$ cat src/rtl/rega_arbiter_if.sv
// Request/grant bundle between the requesting datapath units and the rega arbiter.
interface rega_arbiter_if;
    localparam int unsigned N_REQ = 4;

    logic [N_REQ-1:0] req;
    logic             c1;
    logic             c2;
    logic [N_REQ-1:0] gnt;
    logic [N_REQ-1:0] ack;
    logic             busy;
    logic             q_valid;

    modport master (output req, input c1, c2, gnt, ack, busy, q_valid);
    modport slave  (input req, output c1, c2, gnt, ack, busy, q_valid);
endinterface

$ cat src/rtl/rega_arbiter.sv
// Round-robin arbiter for the 4-bit rega select register: grants one requester,
// holds its c1/c2 select for HOLD_CYCLES, then pulses ack and flags q as valid.
module rega_arbiter #(
    parameter int unsigned HOLD_CYCLES = 1,
    parameter int unsigned CNT_W       = 4
) (
    input  logic         clk,
    input  logic         rst_n,
    rega_arbiter_if.slave bus
);
    localparam int unsigned N_REQ = 4;
    localparam int unsigned IDX_W = 2;

    typedef enum logic [1:0] {IDLE, SEL, ACK} state_t;

    state_t             state_q, state_d;
    logic [IDX_W-1:0]   ptr_q, ptr_d;
    logic [IDX_W-1:0]   win_q, win_d;
    logic [CNT_W-1:0]   cnt_q, cnt_d;
    logic [1:0]         sel_q, sel_d;
    logic [N_REQ-1:0]   gnt_q, gnt_d;
    logic [N_REQ-1:0]   ack_q, ack_d;
    logic               busy_q, busy_d;
    logic               qv_q, qv_d;

    logic [IDX_W-1:0]   idx_c;
    logic [IDX_W-1:0]   pick_c;
    logic               any_c;

    // Rotating priority search; walking downwards lets the nearest set bit win.
    always_comb begin
        idx_c  = ptr_q;
        pick_c = ptr_q;
        any_c  = 1'b0;
        for (int i = int'(N_REQ) - 1; i >= 0; i--) begin
            idx_c = ptr_q + IDX_W'(i);
            if (bus.req[idx_c]) begin
                pick_c = idx_c;
                any_c  = 1'b1;
            end
        end
    end

    always_comb begin
        state_d = state_q;
        ptr_d   = ptr_q;
        win_d   = win_q;
        cnt_d   = cnt_q;
        sel_d   = sel_q;
        gnt_d   = gnt_q;
        ack_d   = '0;
        busy_d  = busy_q;
        qv_d    = qv_q;
        unique case (state_q)
            IDLE: begin
                if (any_c) begin
                    state_d        = SEL;
                    win_d          = pick_c;
                    gnt_d          = '0;
                    gnt_d[pick_c]  = 1'b1;
                    sel_d          = pick_c;
                    cnt_d          = CNT_W'(HOLD_CYCLES);
                    busy_d         = 1'b1;
                    qv_d           = 1'b0;
                end
            end
            SEL: begin
                cnt_d = cnt_q - CNT_W'(1);
                // A dropped request aborts the grant without advancing the pointer.
                if (!bus.req[win_q]) begin
                    state_d = IDLE;
                    gnt_d   = '0;
                    busy_d  = 1'b0;
                    qv_d    = 1'b0;
                end else if (cnt_q == CNT_W'(1)) begin
                    state_d       = ACK;
                    ack_d[win_q]  = 1'b1;
                    qv_d          = 1'b1;
                end
            end
            ACK: begin
                state_d = IDLE;
                gnt_d   = '0;
                busy_d  = 1'b0;
                ptr_d   = win_q + IDX_W'(1);
            end
            default: state_d = IDLE;
        endcase
    end

    // c1/c2 and q_valid deliberately persist through IDLE so rega keeps its source.
    always_ff @(posedge clk or negedge rst_n) begin
        if (!rst_n) begin
            state_q <= IDLE;
            ptr_q   <= '0;
            win_q   <= '0;
            cnt_q   <= '0;
            sel_q   <= '0;
            gnt_q   <= '0;
            ack_q   <= '0;
            busy_q  <= 1'b0;
            qv_q    <= 1'b0;
        end else begin
            state_q <= state_d;
            ptr_q   <= ptr_d;
            win_q   <= win_d;
            cnt_q   <= cnt_d;
            sel_q   <= sel_d;
            gnt_q   <= gnt_d;
            ack_q   <= ack_d;
            busy_q  <= busy_d;
            qv_q    <= qv_d;
        end
    end

    assign bus.c1      = sel_q[1];
    assign bus.c2      = sel_q[0];
    assign bus.gnt     = gnt_q;
    assign bus.ack     = ack_q;
    assign bus.busy    = busy_q;
    assign bus.q_valid = qv_q;
endmodule

$ cat src/flat_wrapper.sv
// flat-port wrapper written by rule: the top's interface ports become plain ports
module rega_arbiter_flat 
#(
    parameter int unsigned HOLD_CYCLES = 1,
    parameter int unsigned CNT_W       = 4
)
  (clk, rst_n, bus_req, bus_c1, bus_c2, bus_gnt, bus_ack, bus_busy, bus_q_valid);
  rega_arbiter_if bus_i ();
  input  logic clk;
  input  logic rst_n;
  input wire logic [$bits(bus_i.req)-1:0] bus_req;
  output wire logic [$bits(bus_i.c1)-1:0] bus_c1;
  output wire logic [$bits(bus_i.c2)-1:0] bus_c2;
  output wire logic [$bits(bus_i.gnt)-1:0] bus_gnt;
  output wire logic [$bits(bus_i.ack)-1:0] bus_ack;
  output wire logic [$bits(bus_i.busy)-1:0] bus_busy;
  output wire logic [$bits(bus_i.q_valid)-1:0] bus_q_valid;
  assign bus_i.req = bus_req;
  assign bus_c1 = bus_i.c1;
  assign bus_c2 = bus_i.c2;
  assign bus_gnt = bus_i.gnt;
  assign bus_ack = bus_i.ack;
  assign bus_busy = bus_i.busy;
  assign bus_q_valid = bus_i.q_valid;
  rega_arbiter #(.HOLD_CYCLES(HOLD_CYCLES), .CNT_W(CNT_W)) u_core (.clk(clk), .rst_n(rst_n), .bus(bus_i));
endmodule
$ cat config.mk
export PLATFORM = sky130hd
export DESIGN_NAME = rega_arbiter_flat
export DESIGN_NICKNAME = d
export VERILOG_FILES = /design/src/rtl/rega_arbiter_if.sv /design/src/rtl/rega_arbiter.sv /design/src/flat_wrapper.sv
export SDC_FILE = /design/constraint.sdc
export NUM_CORES = 1
export LEC_CHECK = 0
export ABC_AREA = 1
export BUFFER_PORTS_ARGS = -buffer_cell sky130_fd_sc_hd__buf_2
export CORE_ASPECT_RATIO = 0.75
export CORE_MARGIN = 5
export CORE_UTILIZATION = 60
export CTS_CLUSTER_DIAMETER = 30
export DETAILED_ROUTE_END_ITERATION = 8
export GPL_ROUTABILITY_DRIVEN = 0
export GPL_TIMING_DRIVEN = 0
export PLACE_DENSITY = 0.83
export SETUP_SLACK_MARGIN = 0.02
export SYNTH_ARGS = -nofsm -noshare
export SYNTH_HDL_FRONTEND = slang
export SYNTH_SLANG_ARGS = --single-unit
$ cat constraint.sdc
create_clock -name clk -period 2.65 [get_ports clk]
set_input_delay 0.1325 -clock clk [delete_from_list [all_inputs] [get_ports clk]]
set_output_delay 0.1325 -clock clk [all_outputs]
set_load 0.005 [all_outputs]
Word-level counts from Yosys, hierarchy flattened
Cells that the tools add are included.

word-level totals
  register bits = 20
  output and inout bits = 12
  input bits = 6
  word-level logic and storage cells = 78

operators by class
  order comparisons = 8
  $add $sub $neg = 5
  equal/unequal tests = 6
  reductions and logical operators = 10
  mux-type cells = 41

operators with widths
  kind                 number
  $mux 4               6
  $lt 2x3->1 const B   6
  $mux 1               16
  $mux 2               7
  $pmux 4 s3           1
  $bmux 1 s2           5
  $pmux 4 s2           1
  $reduce_and 2->1     3
  $reduce_and 3->1     2
  $add 2x1->2 const B  2
  $add 2x2->2 const B  2
  $demux 1 s2          2
  $eq 4x1->1 const B   1
  $ge 2x1->1 const B   2
  $pmux 2 s2           1
  $sub 4x1->4 const B  1
  $ne 3x3->1 const B   1
  $pmux 1 s3           1
  $reduce_bool 3->1    1
  $eq 2x1->1 const B   1
  $eq 2x2->1 const B   1
  $logic_and 1x1->1    2
  $logic_not 2->1      1
  $ne 2x1->1 const B   1
  3 further kinds      3

Longest topological paths before layout
Gate-level depths: netlist of run 1.

  depth after elaboration = 13
  gate-level depth with buffers = 10

Least setup slack after synthesis of run 1
No wires, ideal clock.

  path kind = register to register
  from = reg u_core.state_q[1]
  to = reg u_core.gnt_q[0], in the netlist u_core.bus.gnt[0]
  slack = 1195 ps
  clock period less this slack = 1455 ps
  cell stages (with the launch flop) = 10
  arrival = 1338 ps
  path buffers = 0
  setup time = 117 ps
  path through = dfrtp_1 > inv_1 > ha_1 > inv_1 > a21oi_2 > nor2_1 > nand2_4 > nor2_4 > nand3_1 > nand2_1

between the ends
  cells in the longest elaborated chain, start to end = 3
  elaborated cells on any way between the ends = 8
  those cells by class = eq/ne (4); mux (1); reduce/logical (3)

ends and longest elaborated chain
  element                                       line                 RTL
  from (decl)                                   rega_arbiter.sv:16   state_t state_q, state_d;
  from (signal assigned)                        rega_arbiter.sv:104  state_q <= state_d;
  $eq 2x1->1 (tied with other cells)            rega_arbiter.sv:54   unique case (state_q)
  $ne 2x2->1 (no line) (tied with other cells)  n/a
  $reduce_and 3->1 (no line)                    n/a
  to (signal assigned)                          rega_arbiter.sv:109  gnt_q <= gnt_d;
  to (decl)                                     rega_arbiter.sv:21   logic [N_REQ-1:0] gnt_q, gnt_d;

Several ways; a longest one is shown, not always the timed one.
A chain may end at the register's enable or synchronous reset.

Worst setup path after layout of run 1
  from = reg u_core.state_q[1]
  to = reg u_core.gnt_q[1], in the netlist u_core.bus.gnt[1]

The elaborated chain is that of the path after synthesis.

==> results of run 1 <==
power by group through the flow:
stage | registers (µW) | logic (µW) | clock network (µW)
global route | 525 | 1140 | 161
detailed placement | 516 | 1000 | 0
finish | 510 | 1010 | 138
CTS | 509 | 1010 | 146
global placement | 507 | 961 | 0
floorplan | 502 | 775 | 0
worst reg2reg max path: stages, from the launching register on:
cell	delay, ps
dfrtp_1	410
inv_1	120
ha_1	260
inv_1	100
a21oi_2	310
nor2_1	130
nand2_4	130
nor2_4	50
nand3_1	60
nand2_1	50
layer usage:
layer / vias up / GRT usage, %
met5: - / 0
met4: 0 / 3.18
met3: 4 / 6.14
met2: 45 / 29.0
met1: 491 / 21.9
li1: 547 / -
Yosys cell counts, drive strengths merged:
cell   instances
o21a           1
xor2           2
nand2         55
o21ai         12
buf            1
nor3           1
xnor2          1
nor2          12
nand3         22
inv           18
nand4          1
a21oi          1
ha            10
dfrtp         20
worst min-delay path by stage:
| stage | from | end | cells past startpoint |
|---|---|---|---|
| 2_1_floorplan | rst_n | u_core.bus.ack[0] | 0 |
| 4_1_cts | rst_n | u_core.cnt_q[1] | 2 |
| 6_report | rst_n | u_core.cnt_q[1] | 2 |
| 5_1_grt | rst_n | u_core.state_q[1] | 2 |
| 3_5_place_dp | rst_n | u_core.win_q[0] | 1 |
| 3_3_place_gp | rst_n | u_core.ptr_q[0] | 1 |
registers in the layout (all words and copies together), names as in the netlist:
name,count
u_core.state_q,2
u_core.bus.busy,1
u_core.win_q,2
u_core.bus.ack,4
u_core.cnt_q,4
u_core.ptr_q,2
u_core.bus.q_valid,1
u_core.bus.gnt,4
through the flow:
stage | instance area, µm² | instances | hold slack (ps) | setup WS, ps
final | 1400 | 202 | 305 | 927
after global routing | 1400 | 202 | 339 | 768
after CTS | 1400 | 202 | 308 | 902
after detailed placement | 1370 | 198 | 112 | 933
after global placement | 1370 | 198 | 100 | 986
after floorplan | 1250 | 157 | -163 | 1200
final cells by class:
class | instances | share of cell area [%]
multi-input combinational | 118 | 48.1
sequential | 20 | 35.7
timing repair buffer | 18 | 6.79
tap | 24 | 2.14
buffer | 1 | 0.804
inverter | 18 | 4.83
clock buffer | 3 | 1.61
what timing repair did:
item	in CTS	in global routing
hold buffers	1	0
endpoints found under the hold margin	20	0
endpoints found under the setup margin	0	0
cell families (layout without fill, tap and decap cells):
logic type / count (synthesis) / count (layout) / synth area share [%]
xor gates and xnor gates: 3 / 3 / 2.10
and+or+nand+nor: 91 / 91 / 35.0
adders and majority gates: 10 / 10 / 9.99
buffers and inverters: 19 / 40 / 6.29
AOI/OAI and AO/OA: 14 / 14 / 6.69
DFF: 20 / 20 / 40.0
==> impl_metrics.csv, run 1 <==
group,metric,value,unit
floorplan,rows,14,
sta,min_period,1720,ps
grt,grt-ovfl-total,0,
routing,drtPass1Iterations,4,
cts,clock_latency,300,ps
cells_and_area,nets,196,
logic_synthesis,synth_top_area_share,40.0,%
worst_setup_path,critPathKind,"reg -> reg",
cells_and_area,final_common_cell,"nand2_1",
routing,wl_met3,211,µm
logic_synthesis,netlist_area,0.00125,mm²
routing,vias,1087,
worst_setup_path,slowest_stage,"dfrtp_1",
worst_setup_path,cp_top_family,"flip-flops",
pwr,p_seq_share,30.8,%
cells_and_area,n_fill_cell,159,
run,max-cap-violations,0,
grt,first_global_vias,1035,
logic_synthesis,synth_top_area_cell,"dfrtp_1",
pwr,leakage,0.000772,µW
worst_setup_path,regToRegSetupSlack,930,ps
pwr,p_comb_share,60.8,%
sta,worst_pin_slew,444,ps
grt,grt_first_pass_wirelength,4400,µm
routing,highest_layer,"met4",
cells_and_area,syn_to_final_growth,11.8,%
worst_setup_path,r2r-start,"u_core.state_q[1]",
sta,setup_viol,0,
sta,fin_crit_sh,65.0,%
routing,wirelength,2460,µm
floorplan,dieArea,0.00311,mm²
worst_setup_path,r2r-end,"u_core.bus.gnt[1]",
floorplan,coreArea,0.00200,mm²
grt,antenna_found_initial,0,
cts,tritoncts,"done",
worst_setup_path,path_cells,"inv_1 -> ha_1 -> inv_1 -> a21oi_2 -> nor2_1 -> nand2_4 -> nor2_4 -> nand3_1 -> nand2_1",
cts,cts-buffers-inserted,3,
floorplan,io_pins,18,
pwr,p_sw_share,49.7,%
worst_setup_path,worst_path_most_repeated_cell,"inv_1",
cts,cts.sinks,20,
cts,clkTransAtPathRegs,100,ps
worst_setup_path,cp_num_cells,9,
routing,antenna_left,0,
cts,htreeDepth,1,
routing,via_per_inst,5.38,
run_status,status,"finished clean",
floorplan,start_util,62.7,%
cts,clock_path_buffers,2,
logic_synthesis,yosysUniqueCellTypes,23,
routing,dr_wl_met2,1110,µm
cts,post_cts_buffers,0,
pwr,power.switching,823,µW
sta,slew_headroom,70.4,%
sta,final-hold-violation-count,0,
cells_and_area,diodes,0,
sta,setup_tns,0,ps
cells_and_area,mostFrequentLayoutCells,"46 x nand2_1, 20 x nand3_1, 20 x dfrtp_1",
sta,rsz0062_at_grt,"no",
worst_setup_path,critical_path_arrival,1920,ps
routing,wl_met1,1120,µm
place,place_hpwl,1880,µm
worst_setup_path,r2r_cells,9,
cts,cts_root_buffer,"clkbuf_4",
pwr,ir_drop,0.854,mV
worst_setup_path,end_kind,"flop",
cells_and_area,ff_latch_area,500,µm²
cells_and_area,drive_above_1_share,23.0,%
logic_synthesis,syn_inst,157,
worst_setup_path,startpoint_type,"flop",
worst_setup_path,crit_path_end,"u_core.bus.gnt[1]",
pwr,intPower,832,µW
floorplan,die_y,49.6,µm
worst_setup_path,cp_num_buf_inv,2,
sta,fmax,580,MHz
logic_synthesis,syn_nets,173,
cts,cts_resized,0,
grt,grt_start_max_net_pins,21,
place,portBuffers,17,
logic_synthesis,netlist_top_cells_area,"dfrtp_1 40%, nand2_1 14%, ha_1 10%, nand3_1 8.0%, inv_1 4.8%",
logic_synthesis,yosysWarningCount,0,
floorplan,die_x,62.8,µm
worst_setup_path,critPathRequiredTime,2850,ps
routing,drc,0,
worst_setup_path,slowest_delay,410,ps
grt,grt_usage,17.4,%
pwr,clockPowerShare,8.3,%
worst_setup_path,path_max_fanout,7,
hold_path,min_path_type,"in -> async",
worst_setup_path,cp-startpoint,"u_core.state_q[1]",
sta,drv_slew,0,
pwr,totalPowerFinal,1650,µW
cells_and_area,multiInputGateArea,673,µm²
logic_synthesis,seq_area_frac_synth,40.0,%
logic_synthesis,synth-seq-cells,20,
routing,wl_per_cell,12.2,µm
logic_synthesis,syn_avg_cell_area,7.98,µm²
sta,skew,4.63,ps
routing,drtIter0Drc,43,
pwr,p_per_area,1180,mW/mm²
cells_and_area,utilization,70.1,%
Note: power is estimated with default switching activity, not from simulation.
==> run 2, diff against run 1 <==
--- a/config.mk
+++ b/config.mk
@@ -5,16 +5,16 @@
 export SDC_FILE = /design/constraint.sdc
 export NUM_CORES = 1
 export LEC_CHECK = 0
-export ABC_AREA = 1
+export ABC_AREA = 0
 export BUFFER_PORTS_ARGS = -buffer_cell sky130_fd_sc_hd__buf_2
 export CORE_ASPECT_RATIO = 0.75
 export CORE_MARGIN = 5
-export CORE_UTILIZATION = 60
+export CORE_UTILIZATION = 50
 export CTS_CLUSTER_DIAMETER = 30
 export DETAILED_ROUTE_END_ITERATION = 8
 export GPL_ROUTABILITY_DRIVEN = 0
 export GPL_TIMING_DRIVEN = 0
-export PLACE_DENSITY = 0.83
+export PLACE_DENSITY = 0.74
 export SETUP_SLACK_MARGIN = 0.02
 export SYNTH_ARGS = -nofsm -noshare
 export SYNTH_HDL_FRONTEND = slang
==> constraint.sdc (replaced) <==
create_clock -name clk -period 1.5 [get_ports clk]
set_input_delay 0.075 -clock clk [delete_from_list [all_inputs] [get_ports clk]]
set_output_delay 0.075 -clock clk [all_outputs]
set_load 0.005 [all_outputs]
==> run 2 against run 1 <==
  * The flow now finishes with violations (negative setup slack)
  * Setup slack worse by 940 ps
  * Wire length is 15% higher
  * Maximum frequency is 14% higher
  * Core utilization is 1.2 points lower
  * Sequential power is 90% higher
  * Global-route usage is 0.42 points lower
  * Sequential share of layout area is 4.4 points lower
  * Total power is 98% higher
  * Critical path depth is 2 lower
  * Clock skew is 8.5 ps higher
  * Clock power is 130% higher
  * Sequential cell count stayed put
  * Critical path type unchanged
  * Critical endpoint is now u_core.bus.gnt[0]
==> impl_metrics.csv, run 2 <==
group,metric,value,unit
cells_and_area,syn_to_final_growth,30.1,%
logic_synthesis,netlist_top_cells_area,"dfrtp_1 41%, ha_1 10%, nand2_1 3.7%, a21oi_1 3.2%, o21ai_0 3.2%",
cts,tritoncts,"done",
logic_synthesis,ys_top_cells_by_count,"20 x dfrtp_1, 12 x nand2_1, 10 x ha_1, 9 x inv_1",
logic_synthesis,synth_top_area_cell,"dfrtp_1",
worst_setup_path,critPathKind,"reg -> reg",
place,place_area,0.00137,mm²
cts,clock_path_buffers,2,
cells_and_area,nets,165,
cells_and_area,diodes,0,
cts,htreeDepth,1,
place,place_hpwl,1940,µm
floorplan,start_util,53.0,%
routing,wl_per_cell,15.5,µm
worst_setup_path,path_max_fanout,7,
pwr,totalPowerFinal,3280,µW
logic_synthesis,syn_inst,118,
pwr,ir_drop,1.18,mV
routing,drtIter0Drc,63,
cts,clock_latency,310,ps
floorplan,coreArea,0.00233,mm²
grt,antenna_found_initial,0,
grt,grt_first_pass_wirelength,4350,µm
routing,drtPass1Iterations,4,
floorplan,io_pins,18,
run_status,status,"complete, but fails checks",
grt,first_global_vias,947,
worst_setup_path,critPathRequiredTime,1740,ps
logic_synthesis,synth.most_common_cell,"dfrtp_1",
sta,final-hold-violation-count,0,
place,portBuffers,16,
worst_setup_path,end_kind,"flop",
cts,cts-buffers-inserted,3,
worst_setup_path,slowest_delay,450,ps
logic_synthesis,yosysUniqueCellTypes,43,
sta,fmax,662,MHz
floorplan,die_y,53.0,µm
hold_path,min_path_type,"in -> async",
cts,cts.sinks,20,
run_status,violations,"negative setup slack",
pwr,p_per_area,2040,mW/mm²
routing,wirelength,2820,µm
logic_synthesis,async_reset_ff_share,100,%
logic_synthesis,synth_top_area_share,40.6,%
logic_synthesis,seq_area_frac_synth,40.6,%
cells_and_area,utilization,68.9,%
sta,hold_ws,240,ps
logic_synthesis,syn_avg_cell_area,10.4,µm²
grt,grt-ovfl-total,0,
cells_and_area,final_common_cell,"dfrtp_1",
sta,drv_slew,0,
cells_and_area,mostFrequentLayoutCells,"18 x dfrtp_1, 16 x buf_2, 10 x nand2_1, 10 x buf_4, 8 x ha_1",
sta,layout_setup_ws,-10.2,ps
sta,slew_headroom,69.0,%
worst_setup_path,cp_top_family,"flip-flops",
run,max-cap-violations,0,
logic_synthesis,syn_nets,134,
sta,skew,13.2,ps
pwr,leakage,0.000764,µW
sta,fin_crit_sh,101,%
routing,antenna_left,0,
worst_setup_path,slowest_stage,"dfrtp_1",
logic_synthesis,yosysWarningCount,0,
floorplan,rows,15,
cells_and_area,drive_above_1_share,43.9,%
sta,rsz0062_at_grt,"yes",
sta,setup_viol,1,
logic_synthesis,synth_edf_count,0,
grt,grt_usage,16.9,%
worst_setup_path,path_cells,"inv_2 -> ha_4 -> buf_6 -> a21o_4 -> buf_4 -> nor2_1 -> a41o_1",
grt,grt_start_max_net_pins,21,
floorplan,dieArea,0.00357,mm²
sta,min_period,1510,ps
worst_setup_path,startpoint_type,"flop",
cts,clkTransAtPathRegs,120,ps
routing,vias,1000,
cells_and_area,stdcell_area,0.00160,mm²
floorplan,die_x,67.3,µm
worst_setup_path,critical_path_arrival,1750,ps
logic_synthesis,synth-seq-cells,20,
cts,cts_root_buffer,"clkbuf_4",
logic_synthesis,netlist_area,0.00123,mm²
logic_synthesis,synth_top_flop_cell,"dfrtp_1",
routing,via_per_inst,5.49,
routing,drc,0,
sta,worst_pin_slew,461,ps
worst_setup_path,cp_num_buf_inv,3,
place,post-place-ws,-196,ps
run 2: cell count changes after synthesis, moves of 3 or more:
cell	delta
a21oi_1	+8
and3_1	+5
inv_1	-7
mux2_2	+3
nand2_1	-34
nand2_2	-8
nand3_1	-19
run 2: layer usage:
metal  vias up  global-route usage, %  part of all wire [%]
met3         4                   5.94                   5.3
met4         0                   5.05                   1.1
met1       485                   20.8                    46
li1        487                      -                     -
met2        24                   27.9                    48
met5         -                      0                     0
run 2: worst paths after layout:
path | from | end | slack, ps | cells past startpoint
worst max-delay path | u_core.state_q[0] | u_core.bus.gnt[0] | -10 | 7
min in group clk | bus_req[1] | u_core.state_q[1] | 250 | 4
max in group asynchronous | rst_n | u_core.win_q[0] | 940 | 2
worst min register to register | u_core.bus.gnt[2] | u_core.bus.gnt[2] | 510 | 1
worst max register to register | u_core.state_q[0] | u_core.bus.gnt[0] | -10 | 7
worst min-delay path | rst_n | u_core.ptr_q[0] | 240 | 2
run 2: final cells by class:
class | instances | area, µm²
clock buffer | 4 | 36.3
sequential | 20 | 503
timing repair buffer | 27 | 165
inverter | 9 | 33.8
buffer | 2 | 22.5
fill | 173 | 724
multi-input combinational | 86 | 800
tap | 34 | 42.5
run 2: cell families after synthesis:
kind of cell | synth area share, %
and+or+nand+nor | 17.2
AOI/OAI and AO/OA | 20.3
DFF | 40.6
buffers and inverters | 4.47
adders and majority gates | 10.2
muxes | 7.31
run 2: what timing repair did:
action	CTS	global route
hold endpoints to repair	20	0
resized for setup	13	17
setup endpoints to repair	13	14
hold buffers	1	0
setup buffers	7	3
pin swaps	4	4
run 2: power by group:
part | total [µW] | switching [µW] | internal (µW)
Combinational | 1990 | 998 | 992
Clock | 314 | 166 | 148
Sequential | 971 | 235 | 736
Total | 3280 | 1400 | 1880
run 2: metrics by stage:
stage	TNS [ps]	instances
6_report	-10.2	182
4_1_cts	0	180
5_1_grt	-335	182
3_5_place_dp	-897	168
3_3_place_gp	-629	168
2_1_floorplan	0	118
run 2: worst reg2reg max path: stages (launching register included):
cell and delay, ps:
dfrtp_1 450, inv_2 100, ha_4 170, buf_6 130, a21o_4 210, buf_4 140, nor2_1 90, a41o_1 170
==> run 3, diff against run 2 <==
--- a/config.mk
+++ b/config.mk
@@ -16,6 +16,7 @@
 export GPL_TIMING_DRIVEN = 0
 export PLACE_DENSITY = 0.74
 export SETUP_SLACK_MARGIN = 0.02
+export SKIP_LAST_GASP = 1
 export SYNTH_ARGS = -nofsm -noshare
 export SYNTH_HDL_FRONTEND = slang
 export SYNTH_SLANG_ARGS = --single-unit
==> run 3 against run 2 <==
  * The flow still finishes with violations (negative setup slack)
  * Critical path depth is the same
  * Via count shrank 1.4%
  * Clock skew shrank 3.3 ps
  * Final cell count is the same
  * Non-clock buffer count is the same
  * Die area is the same
  * Setup slack gained 5.9 ps
  * Core utilization shrank 0.43 points
  * Wire length shrank 1.4%
  * Critical endpoint unchanged
  * Largest power group unchanged
==> impl_metrics.csv, run 3 (synthesis gave the netlist of run 2 again) <==
group,metric,value,unit
grt,first_global_vias,947,
grt,grt_usage,16.9,%
cts,tritoncts,"done",
pwr,leakage,0.000761,µW
worst_setup_path,cp-startpoint,"u_core.state_q[0]",
hold_path,min_path_type,"in -> async",
routing,drc,0,
run_status,violations,"negative setup slack",
sta,setup_tns,-4.32,ps
cts,clock_path_buffers,2,
cts,clkTransAtPathRegs,110,ps
floorplan,start_util,53.0,%
floorplan,die_y,53.0,µm
floorplan,io_pins,18,
run,max-cap-violations,0,
worst_setup_path,startpoint_type,"flop",
sta,drv_slew,0,
cts,clock_latency,300,ps
worst_setup_path,critPathKind,"reg -> reg",
grt,grt_first_pass_wirelength,4350,µm
cts,cts-buffers-inserted,3,
floorplan,die_x,67.3,µm
worst_setup_path,slowest_delay,450,ps
sta,min_period,1500,ps
run_status,status,"complete, but fails checks",
cts,cts_root_buffer,"clkbuf_4",
worst_setup_path,path_cells,"inv_2 -> ha_4 -> buf_6 -> a21o_4 -> buf_4 -> nor2_1 -> a41o_1",
routing,wirelength,2780,µm
floorplan,rows,15,
routing,vias,986,
worst_setup_path,slowest_stage,"dfrtp_1",
floorplan,dieArea,0.00357,mm²
routing,wl_per_cell,15.3,µm
pwr,ir_drop,1.10,mV
sta,fin_crit_sh,100,%
sta,final-hold-violation-count,0,
routing,drtPass1Iterations,4,
sta,worst_pin_slew,505,ps
place,portBuffers,16,
worst_setup_path,critical_path_arrival,1740,ps
routing,drtIter0Drc,61,
routing,via_per_inst,5.42,
grt,grt-ovfl-total,0,
worst_setup_path,path_max_fanout,7,
place,place_hpwl,1940,µm
sta,skew,9.87,ps
sta,fmax,665,MHz
worst_setup_path,end_kind,"flop",
cts,cts.sinks,20,
cells_and_area,nets,165,
cells_and_area,final_common_cell,"dfrtp_1",
cells_and_area,mostFrequentLayoutCells,"18 x dfrtp_1, 16 x buf_2, 10 x nand2_1, 10 x buf_4, 8 x ha_1",
cells_and_area,n_fill_cell,174,
routing,antenna_left,0,
sta,layout_setup_ws,-4.32,ps
sta,setup_viol,1,
sta,rsz0062_at_grt,"yes",
cts,htreeDepth,1,
cells_and_area,drive_above_1_share,43.2,%
grt,grt_start_max_net_pins,21,
sta,slew_headroom,66.2,%
pwr,p_per_area,2020,mW/mm²
cells_and_area,diodes,0,
grt,antenna_found_initial,0,
floorplan,coreArea,0.00233,mm²
cells_and_area,syn_to_final_growth,29.2,%
place,post-place-ws,-196,ps
worst_setup_path,r2r-start,"u_core.state_q[0]",
worst_setup_path,critPathRequiredTime,1740,ps
-- run 3: cell count changes in the layout (fill, tap and decap cells not counted) --
cell     before  now
nor3b_2       0    1
o21ai_2       2    1
nor3b_4       2    1
o21ai_0       5    6
-- run 3: power by group --
part / total, µW / switching (µW) / internal, µW
registers: 960 / 223 / 736
clock network: 310 / 162 / 148
logic: 1940 / 980 / 964
total: 3210 / 1370 / 1850
-- run 3: final cells by class --
class                           instances  area [µm²]  area share, %
Clock buffer                            4        36.3           2.28
Tap cell                               34        42.5           2.67
Inverter                                9        33.8           2.12
Sequential cell                        20         503           31.6
Timing Repair Buffer                   27         165           10.4
Multi-Input combinational cell         86         790           49.6
Buffer                                  2        22.5           1.41
-- run 3: what timing repair did --
item | in CTS | in global routing
gates resized for setup | 13 | 14
setup endpoints to repair | 13 | 14
hold endpoints to repair | 20 | 0
buffers inserted | 7 | 3
hold buffers | 1 | 0
pin swaps | 4 | 4
-- run 3: final timing paths --
| check | cells past startpoint | slack [ps] | end |
|---|---|---|---|
| setup / recovery | 7 | -4 | u_core.bus.gnt[0] |
| hold / removal | 2 | 250 | u_core.ptr_q[0] |
| setup reg to reg | 7 | -4 | u_core.bus.gnt[0] |
| hold reg to reg | 1 | 510 | u_core.bus.gnt[2] |
| max in group asynchronous | 2 | 930 | u_core.win_q[0] |
| min in group clk | 4 | 250 | u_core.state_q[1] |
-- run 3: stage by stage --
stage                     instances  util, %  hold slack, ps  power (µW)  instance area, µm²
after detailed placement        168     58.9            51.9        2400                1370
after CTS                       180     65.0             199        2970                1510
after global placement          168     58.9            42.3        2330                1370
after floorplan                 118        -            -221        2010                1250
after global routing            182     68.4             245        3480                1590
final                           182     68.4             246        3210                1590
-- run 3: layer usage --
layer / part of all wire, % / GRT usage [%] / vias to the layer above
li1: - / - / 485
met1: 45 / 20.8 / 473
met2: 49 / 27.9 / 26
met3: 5.5 / 5.94 / 2
met4: 0.50 / 5.05 / 0
met5: 0 / 0 / -
-- run 3: critical path, delay by kind of cell (launching register included) --
family,cells,cell delay [ps]
buffers and inverters,3,370
DFF,1,450
adders and majority gates,1,170
and+or+nand+nor,1,90
AOI/OAI and AO/OA,2,380
